$ cat config.mk
export PLATFORM = sky130hd
export DESIGN_NAME = alu_pipe_fwd
export DESIGN_NICKNAME = d
export VERILOG_FILES = /design/src/rtl/alu_pipe_fwd.sv
export SDC_FILE = /design/constraint.sdc
export NUM_CORES = 2
export LEC_CHECK = 0
export BUFFER_PORTS_ARGS = -buffer_cell sky130_fd_sc_hd__buf_2
export CORE_MARGIN = 2
export CORE_UTILIZATION = 55
export CTS_CLUSTER_SIZE = 40
export DETAILED_ROUTE_END_ITERATION = 8
export GPL_TIMING_DRIVEN = 0
export PLACE_DENSITY = 0.75
export SYNTH_ARGS = -nofsm -noshare
export SYNTH_HDL_FRONTEND = slang
export SYNTH_SLANG_ARGS = --single-unit
$ cat constraint.sdc
create_clock -name clk -period 12.3 [get_ports clk]
set_input_delay 0.615 -clock clk [delete_from_list [all_inputs] [get_ports clk]]
set_output_delay 0.615 -clock clk [all_outputs]
set_load 0.02 [all_outputs]
$ cat src/rtl/alu_pipe_fwd.sv
// Four-stage ALU pipeline (operand read, execute, writeback, memory store)
// with RD/EX forwarding, global hold, immediate operands and debug read ports.
module alu_pipe_fwd #(
  parameter int N   = 16,
  parameter int M   = 3,
  parameter int ADR = 8
) (
  input  logic           clk,
  input  logic           rst,
  input  logic           in_valid,
  input  logic           hold,
  input  logic [M-1:0]   rs1,
  input  logic [M-1:0]   rs2,
  input  logic [M-1:0]   rd,
  input  logic [2:0]     f,
  input  logic           use_imm,
  input  logic [N-1:0]   imm,
  input  logic [ADR-1:0] addr,
  output logic [N-1:0]   z,
  output logic           z_valid,
  output logic           zero,
  output logic           carry,
  input  logic [M-1:0]   rf_sel,
  output logic [N-1:0]   rf_data,
  input  logic [ADR-1:0] mem_raddr,
  output logic [N-1:0]   mem_rdata
);

  localparam int NREG = 1 << M;
  localparam int NMEM = 1 << ADR;

  logic [N-1:0]   rf  [NREG];
  logic [N-1:0]   mem [NMEM];

  logic [N-1:0]   s1_a;
  logic [N-1:0]   s1_b;
  logic [2:0]     s1_f;
  logic [M-1:0]   s1_rd;
  logic [ADR-1:0] s1_addr;
  logic           s1_valid;

  logic [N-1:0]   s2_z;
  logic           s2_carry;
  logic [M-1:0]   s2_rd;
  logic [ADR-1:0] s2_addr;
  logic           s2_valid;

  logic [ADR-1:0] s3_addr;

  logic [N-1:0]   alu_z;
  logic           alu_c;
  logic [N:0]     sum_ext;
  logic [N-1:0]   fwd_a;
  logic [N-1:0]   fwd_b;

  // ALU on the operands held in the RD stage
  always_comb begin
    alu_z   = {N{1'b0}};
    alu_c   = 1'b0;
    sum_ext = {1'b0, s1_a} + {1'b0, s1_b};
    case (s1_f)
      3'b000: begin
        alu_z = sum_ext[N-1:0];
        alu_c = sum_ext[N];
      end
      3'b001: begin
        alu_z = s1_a - s1_b;
        alu_c = (s1_a < s1_b);
      end
      3'b010: alu_z = s1_a * s1_b;
      3'b011: alu_z = s1_a & s1_b;
      3'b100: alu_z = s1_a | s1_b;
      3'b101: alu_z = s1_a ^ s1_b;
      3'b110: alu_z = ~s1_a;
      3'b111: alu_z = ~s1_b;
      default: begin
        alu_z = {N{1'b0}};
        alu_c = 1'b0;
      end
    endcase
  end

  // Operand a: youngest matching producer wins (RD-stage ALU, then EX, then regfile)
  always_comb begin
    fwd_a = rf[rs1];
    if (s1_valid && (s1_rd == rs1)) begin
      fwd_a = alu_z;
    end else if (s2_valid && (s2_rd == rs1)) begin
      fwd_a = s2_z;
    end else begin
      fwd_a = rf[rs1];
    end
  end

  // Operand b: immediate bypasses forwarding entirely
  always_comb begin
    fwd_b = rf[rs2];
    if (use_imm) begin
      fwd_b = imm;
    end else if (s1_valid && (s1_rd == rs2)) begin
      fwd_b = alu_z;
    end else if (s2_valid && (s2_rd == rs2)) begin
      fwd_b = s2_z;
    end else begin
      fwd_b = rf[rs2];
    end
  end

  // Pipeline stage registers RD -> EX -> WB; hold freezes every stage
  always_ff @(posedge clk or posedge rst) begin
    if (rst) begin
      s1_a     <= {N{1'b0}};
      s1_b     <= {N{1'b0}};
      s1_f     <= 3'b000;
      s1_rd    <= {M{1'b0}};
      s1_addr  <= {ADR{1'b0}};
      s1_valid <= 1'b0;
      s2_z     <= {N{1'b0}};
      s2_carry <= 1'b0;
      s2_rd    <= {M{1'b0}};
      s2_addr  <= {ADR{1'b0}};
      s2_valid <= 1'b0;
      s3_addr  <= {ADR{1'b0}};
      z        <= {N{1'b0}};
      z_valid  <= 1'b0;
      zero     <= 1'b0;
      carry    <= 1'b0;
    end else if (!hold) begin
      // Bubbles carry all-zero payload so they compute 0 with no carry
      if (in_valid) begin
        s1_a    <= fwd_a;
        s1_b    <= fwd_b;
        s1_f    <= f;
        s1_rd   <= rd;
        s1_addr <= addr;
      end else begin
        s1_a    <= {N{1'b0}};
        s1_b    <= {N{1'b0}};
        s1_f    <= 3'b000;
        s1_rd   <= {M{1'b0}};
        s1_addr <= {ADR{1'b0}};
      end
      s1_valid <= in_valid;

      s2_z     <= alu_z;
      s2_carry <= alu_c & s1_valid;
      s2_rd    <= s1_rd;
      s2_addr  <= s1_addr;
      s2_valid <= s1_valid;

      z        <= s2_z;
      z_valid  <= s2_valid;
      zero     <= s2_valid & (s2_z == {N{1'b0}});
      carry    <= s2_carry & s2_valid;
      s3_addr  <= s2_addr;
    end
  end

  // Register file: cleared by reset, written from the EX stage at writeback
  always_ff @(posedge clk or posedge rst) begin
    if (rst) begin
      for (int i = 0; i < NREG; i++) begin
        rf[i] <= {N{1'b0}};
      end
    end else if (!hold && s2_valid) begin
      rf[s2_rd] <= s2_z;
    end
  end

  // Data memory store from the WB stage; contents survive reset
  always_ff @(posedge clk) begin
    if (!rst && !hold && z_valid) begin
      mem[s3_addr] <= z;
    end
  end

  assign rf_data   = rf[rf_sel];
  assign mem_rdata = mem[mem_raddr];

endmodule

# After elaboration in Yosys (flattened, before gate mapping)
# Memories as Yosys holds them, arrays and structs flattened.
# Index checks and enable logic that the tools add are counted.
[op_classes] addsub=2 multipliers=1 n_lt_le_gt_ge=6 n_eq_ne=11 n_mux=26 bitwise=12 reduce_logical=12
[ops] cell="$mux 16" n=14
[ops] cell="$bmux 16 s3" n=3
[ops] cell="$bwmux 128" n=1
[ops] cell="$pmux 16 s8" n=1
[ops] cell="$demux 16 s3" n=1
[ops] cell="$not 16->16" n=2
[ops] cell="$add 16x16->17" n=1
[ops] cell="$and 16x16->16" n=1
[ops] cell="$ge 4x4->1 const B" n=4
[ops] cell="$logic_not 16->1" n=1
[ops] cell="$lt 16x16->1" n=1
[ops] cell="$mul 16x16->16" n=1
[ops] cell="$not 3->4" n=4
[ops] cell="$or 16x16->16" n=1
[ops] cell="$sub 16x16->16" n=1
[ops] cell="$xor 16x16->16" n=1
[ops] cell="$eq 3x3->1" n=4
[ops] cell="$eq 3x3->1 const B" n=4
[ops] cell="$logic_and 1x1->1" n=8
[ops] cell="$mux 8" n=1
[ops] cell="$eq 3x2->1 const B" n=2
[ops] cell="$mux 3" n=2
[ops] cell="$lt 4x1->1 const B" n=1
[ops] cell="$and 1x1->1" n=3
[ops] cell="other kinds (5)" n=7
[word_totals] ff_bits=231 ramBits=4096 inputBits=52 out_inout_bits=51 wordCells=95 n_memories=1
[mem_list] name="mem" words=256 word_bits=16 rd=1 rd_clocked_by_memory_dff=0 wr=1 line_no="33" rtl="logic [N-1:0] mem [NMEM];"

# Logic depth before layout (Yosys ltp)
[logic_depth] ltp_word=8 mapped_depth=25 depth_no_buf=24

# Least setup slack after synthesis
# Ideal clock, no wire load.
[synth_path] kind="register to register" from="register s1_b[1]" to="register s1_a[14]" arrival_time_ps=5857 t_required_ps=12162 setup_slack_ps=6305 path_stages_with_launch=22 path_buffers=1 cell_sequence="dfrtp_1 clkbuf_1 clkinv_1 nor2_1 fa_1 fa_1 ha_1 fa_1 inv_1 fa_1 fa_1 inv_1 ha_1 or2_2 o31ai_1 nor3_1 a2111oi_0 a21oi_1 xnor2_1 nor2_1 o32ai_1 o21ai_0"
[synth_between] elab_chain_len=4 word_cells_on_any_way=6 cone_classes="add/sub (2); mul (1); mux (3)"
[synth_lines] item="start, declared" line_no="36" rtl="logic [N-1:0] s1_b;"
[synth_lines] item="start signal, assigned" line_no="113" rtl="s1_b <= {N{1'b0}};"
[synth_lines] item="start signal, assigned" line_no="132" rtl="s1_b <= fwd_b;"
[synth_lines] item="start signal, assigned" line_no="138" rtl="s1_b <= {N{1'b0}};"
[synth_lines] item="$mul 16x16->16 (tied with other cells)" line_no="70" rtl="3'b010: alu_z = s1_a * s1_b;"
[synth_lines] item="$pmux 16 s8 *" line_no="61" rtl="case (s1_f)"
[synth_lines] item="$mux 16 *" line_no="86" rtl="if (s1_valid && (s1_rd == rs1)) begin"
[synth_lines] item="$mux 16 *" line_no="130" rtl="if (in_valid) begin"
[synth_lines] item="end signal, assigned" line_no="112" rtl="s1_a <= {N{1'b0}};"
[synth_lines] item="end signal, assigned" line_no="131" rtl="s1_a <= fwd_a;"
[synth_lines] item="end signal, assigned" line_no="137" rtl="s1_a <= {N{1'b0}};"
[synth_lines] item="end, declared" line_no="35" rtl="logic [N-1:0] s1_a;"
# Every way passes the cells marked *; elsewhere a longest branch is shown, timed or not.
# A chain may end at the register's enable or synchronous reset.

# Worst setup path in the final report
[layout_path] from="register s1_b[1]" to="register s1_a[15]"
# Same word-level chain as after synthesis.

==> results.txt <==
max-slew violations: 27
nets: 8,794
Hold Path Depth: 3
max incr delay on CP: 0.52 ns
Post-synth EDFFs: 4,096
Final setup viols: 0
non-filler cells, final: 13,114
crit path from: s1_b[1]
f_max: 0.132 GHz
area of the multi-input gates: 44,300 um^2
Lkg Pwr: 63.8 nW
worst path required time: 13.15 ns
first-pass GRT wire length: 706,000 um
fraction of registers with async set/reset: 5.34%
worst-skew pair later-pin latency: 1.01 ns
Worst-Margin Slew: 1.61 ns
reg2reg start: s1_b[1]
Worst Path Max Fanout: 10
most frequent cells in the layout: 4,096 x edfxtp_1, 1,462 x mux4_2, 422 x clkbuf_16
routability cong.: 0.927
port bufs: 83
met2 WL: 235,000 um
worst vdd ir: 0.000203 V
final worst-path cycle share: 61.6%
Hold Startpoint: imm[6]
total gr overflow: 0
sum of routed wire segments on met1: 169,000 um
initial antenna violation count: 51
Synth Cell Area: 175,000 um^2
Synth top area share: 70.3%
Post-DP HPWL: 321,000 um
TritonCTS Sinks: 4,327
DRT Wirelength: 504,000 um
Synth Warn #: 0
Primary FF master, synth: edfxtp_1
Die X: 568 um
initial core utilization: 55.1%
vias in the first global route: 90,902
Tmin final: 7.57 ns
postcts setup bufs: 0
Mean Syn Cell Area: 22.2 um^2
Area Overhead vs Synth: 13.4%
synth top area cells: edfxtp_1 70%, mux4_2 19%, dfrtp_1 3.3%
hold crit path type: input pin to register
sequential cell area fraction in the yosys report: 73.6%
Crit Reg-Reg Endpoint: s1_a[15]
drt wl/cell: 38.4 um
Worst Setup End Kind: register
post-route DRC violation count: 0
Vias/cell: 6.93
vias: 90,877
Placed Instances: 12,297
register bit total from synthesis: 4,327
CP Launch Type: register
Max Used Layer: met5
setup TNS: 0 ns
layout cell share with drive strength beyond 1: 32.2%
# rows: 207
count of cell types in the netlist: 68
IO Pins: 103
CTS Buf Count: 416
Syn Nets: 8,110
Die Y-Extent: 568 um
P per Cell Area: 183 nW/um^2
DRT iter0 DRCs: 15,279
CP most frequent cell: fa_1
drt first pass iters: 8
RSZ-0062 raised after global routing: no
post-detailed-route count of antenna-violating nets: 0
max_slew headroom: -7.40%
CTS tree: yes
Core Footprint: 317,000 um^2
FF/Latch Area: 129,000 um^2
area leader, netlist: edfxtp_1
CTS root buffer: clkbuf_16
Hold EP: s1_b[6]
CTS clk-pin slew, worst paths: 0.06 ns
Filler cells: 20,142
CTS Buffer Depth: 4
total track usage: 31.3%
Mapped Cells: 7,879
Crit-path slowest cell: fa_1
status: complete, but fails checks
failing checks: capacitance limit, slew limit
WS Path Type: register to register
hold slack: 0.0526 ns
H-tree levels: 5
Fin. Hold Viols: 0
worst r2r path cells: 22
max-cap violation count: 3
WL met3: 65,800 um
critical-path cell list: clkbuf_1 > clkinv_1 > nor2_1 > fa_1 > fa_1 > ha_1 > fa_1 > inv_1 > fa_1 > fa_1 > inv_1 > ha_1 > or2_2 > a21o_1 > o41a_1 > a211oi_1 > o21ai_0 > xnor2_1 > nand2_1 > a32oi_1 > a21oi_1 > o21ai_0
FF-to-FF setup slack: 4.73 ns
largest net degree at the start of global routing: 118
crit path DAT: 8.42 ns
die area: 323,000 um^2
commonest non-fill, non-tap cell in the layout: edfxtp_1
Max Clock Skew: 0.0884 ns
## where the power goes
group / leakage [nW] / switching, mW / internal (mW)
Clock: 6.62 / 5.64 / 7.27
Sequential: 40.3 / 0.641 / 17.9
Combinational: 17.0 / 3.32 / 1.50
Total: 63.8 / 9.60 / 26.7
## cell usage after synthesis (all sizes together) (9+ instances only)
| library cell | n |
|---|---|
| nor2 | 391 |
| clkbuf | 302 |
| mux4 | 1462 |
| buf | 163 |
| inv | 164 |
| nor2b | 12 |
| o22ai | 14 |
| edfxtp | 4096 |
| fa | 82 |
| mux2i | 56 |
| a211oi | 22 |
| nand2b | 13 |
| a22o | 26 |
| xor2 | 10 |
| and3 | 9 |
| nor3 | 18 |
| ha | 97 |
| a21o | 16 |
| xnor2 | 38 |
| nand3 | 20 |
| nand2 | 178 |
| dfrtp | 231 |
| mux2 | 183 |
| a21oi | 69 |
| o21ai | 88 |
## metal layers
layer,vias to the layer above,track usage (%)
met4,18,17.1
met5,-,0.521
met2,7390,48.0
met3,1302,7.93
li1,34404,-
met1,47763,41.7
## through the flow
step,worst slack [ns],utilization [%],area [um^2],total power [mW]
floorplan,5.35,-,175000,21.3
global placement,2.95,56.9,181000,23.8
detailed placement,4.17,58.1,184000,23.5
CTS,4.12,62.4,198000,36.1
global route,4.33,62.5,198000,37.0
finish,4.73,62.5,198000,36.3
## cells by family (layout without fill, tap and decap cells)
logic type / after synthesis / after routing / synth area share (%)
other: 0 / 22 / 0
AND/OR/NAND/NOR: 672 / 672 / 1.57
buffers and inverters: 634 / 1667 / 1.41
XOR/XNOR: 49 / 49 / 0.253
adder cells (fa/ha/maj): 179 / 179 / 1.63
AO/OA/AOI/OAI: 317 / 317 / 1.18
multiplexers: 1701 / 1701 / 20.3
flip-flops: 4327 / 4327 / 73.6
## critical path, delay by kind of cell (launching register included)
kind | cells | cell delay, ns
and+or+nand+nor | 3 | 0.67
adders and majority gates | 7 | 2.95
AOI/OAI and AO/OA | 7 | 1.83
DFF | 1 | 0.49
xor gates and xnor gates | 1 | 0.44
buffers and inverters | 4 | 1.09
## registers in the layout (all words and copies together) (netlist names), 16 cells and up
name	flops
s2_z	16
z	16
mem	4096
s1_b	16
s1_a	16
rf	128
## timing repair
action                     CTS  global route
hold endpoints to repair   138             0
gates resized for setup      0             0
setup endpoints to repair    0             0
hold buffers                23             0
## worst max-delay path by stage
stage and end:
2_1_floorplan carry, 3_3_place_gp z[6], 3_5_place_dp s1_a[14], 4_1_cts s1_a[14]
5_1_grt s1_a[15], 6_report s1_a[15]
## final cells by class
cell class	count	area share, %
Inverter	169	0.324
Sequential cell	4327	65.0
Buffer	465	0.949
Tap cell	4180	2.64
Clock buffer	509	5.51
Timing Repair Buffer	266	1.89
Multi-Input combinational cell	2918	22.3
Clock inverter	258	1.35
Antenna cell	22	0.0278
(Power assumes the default switching activity.)
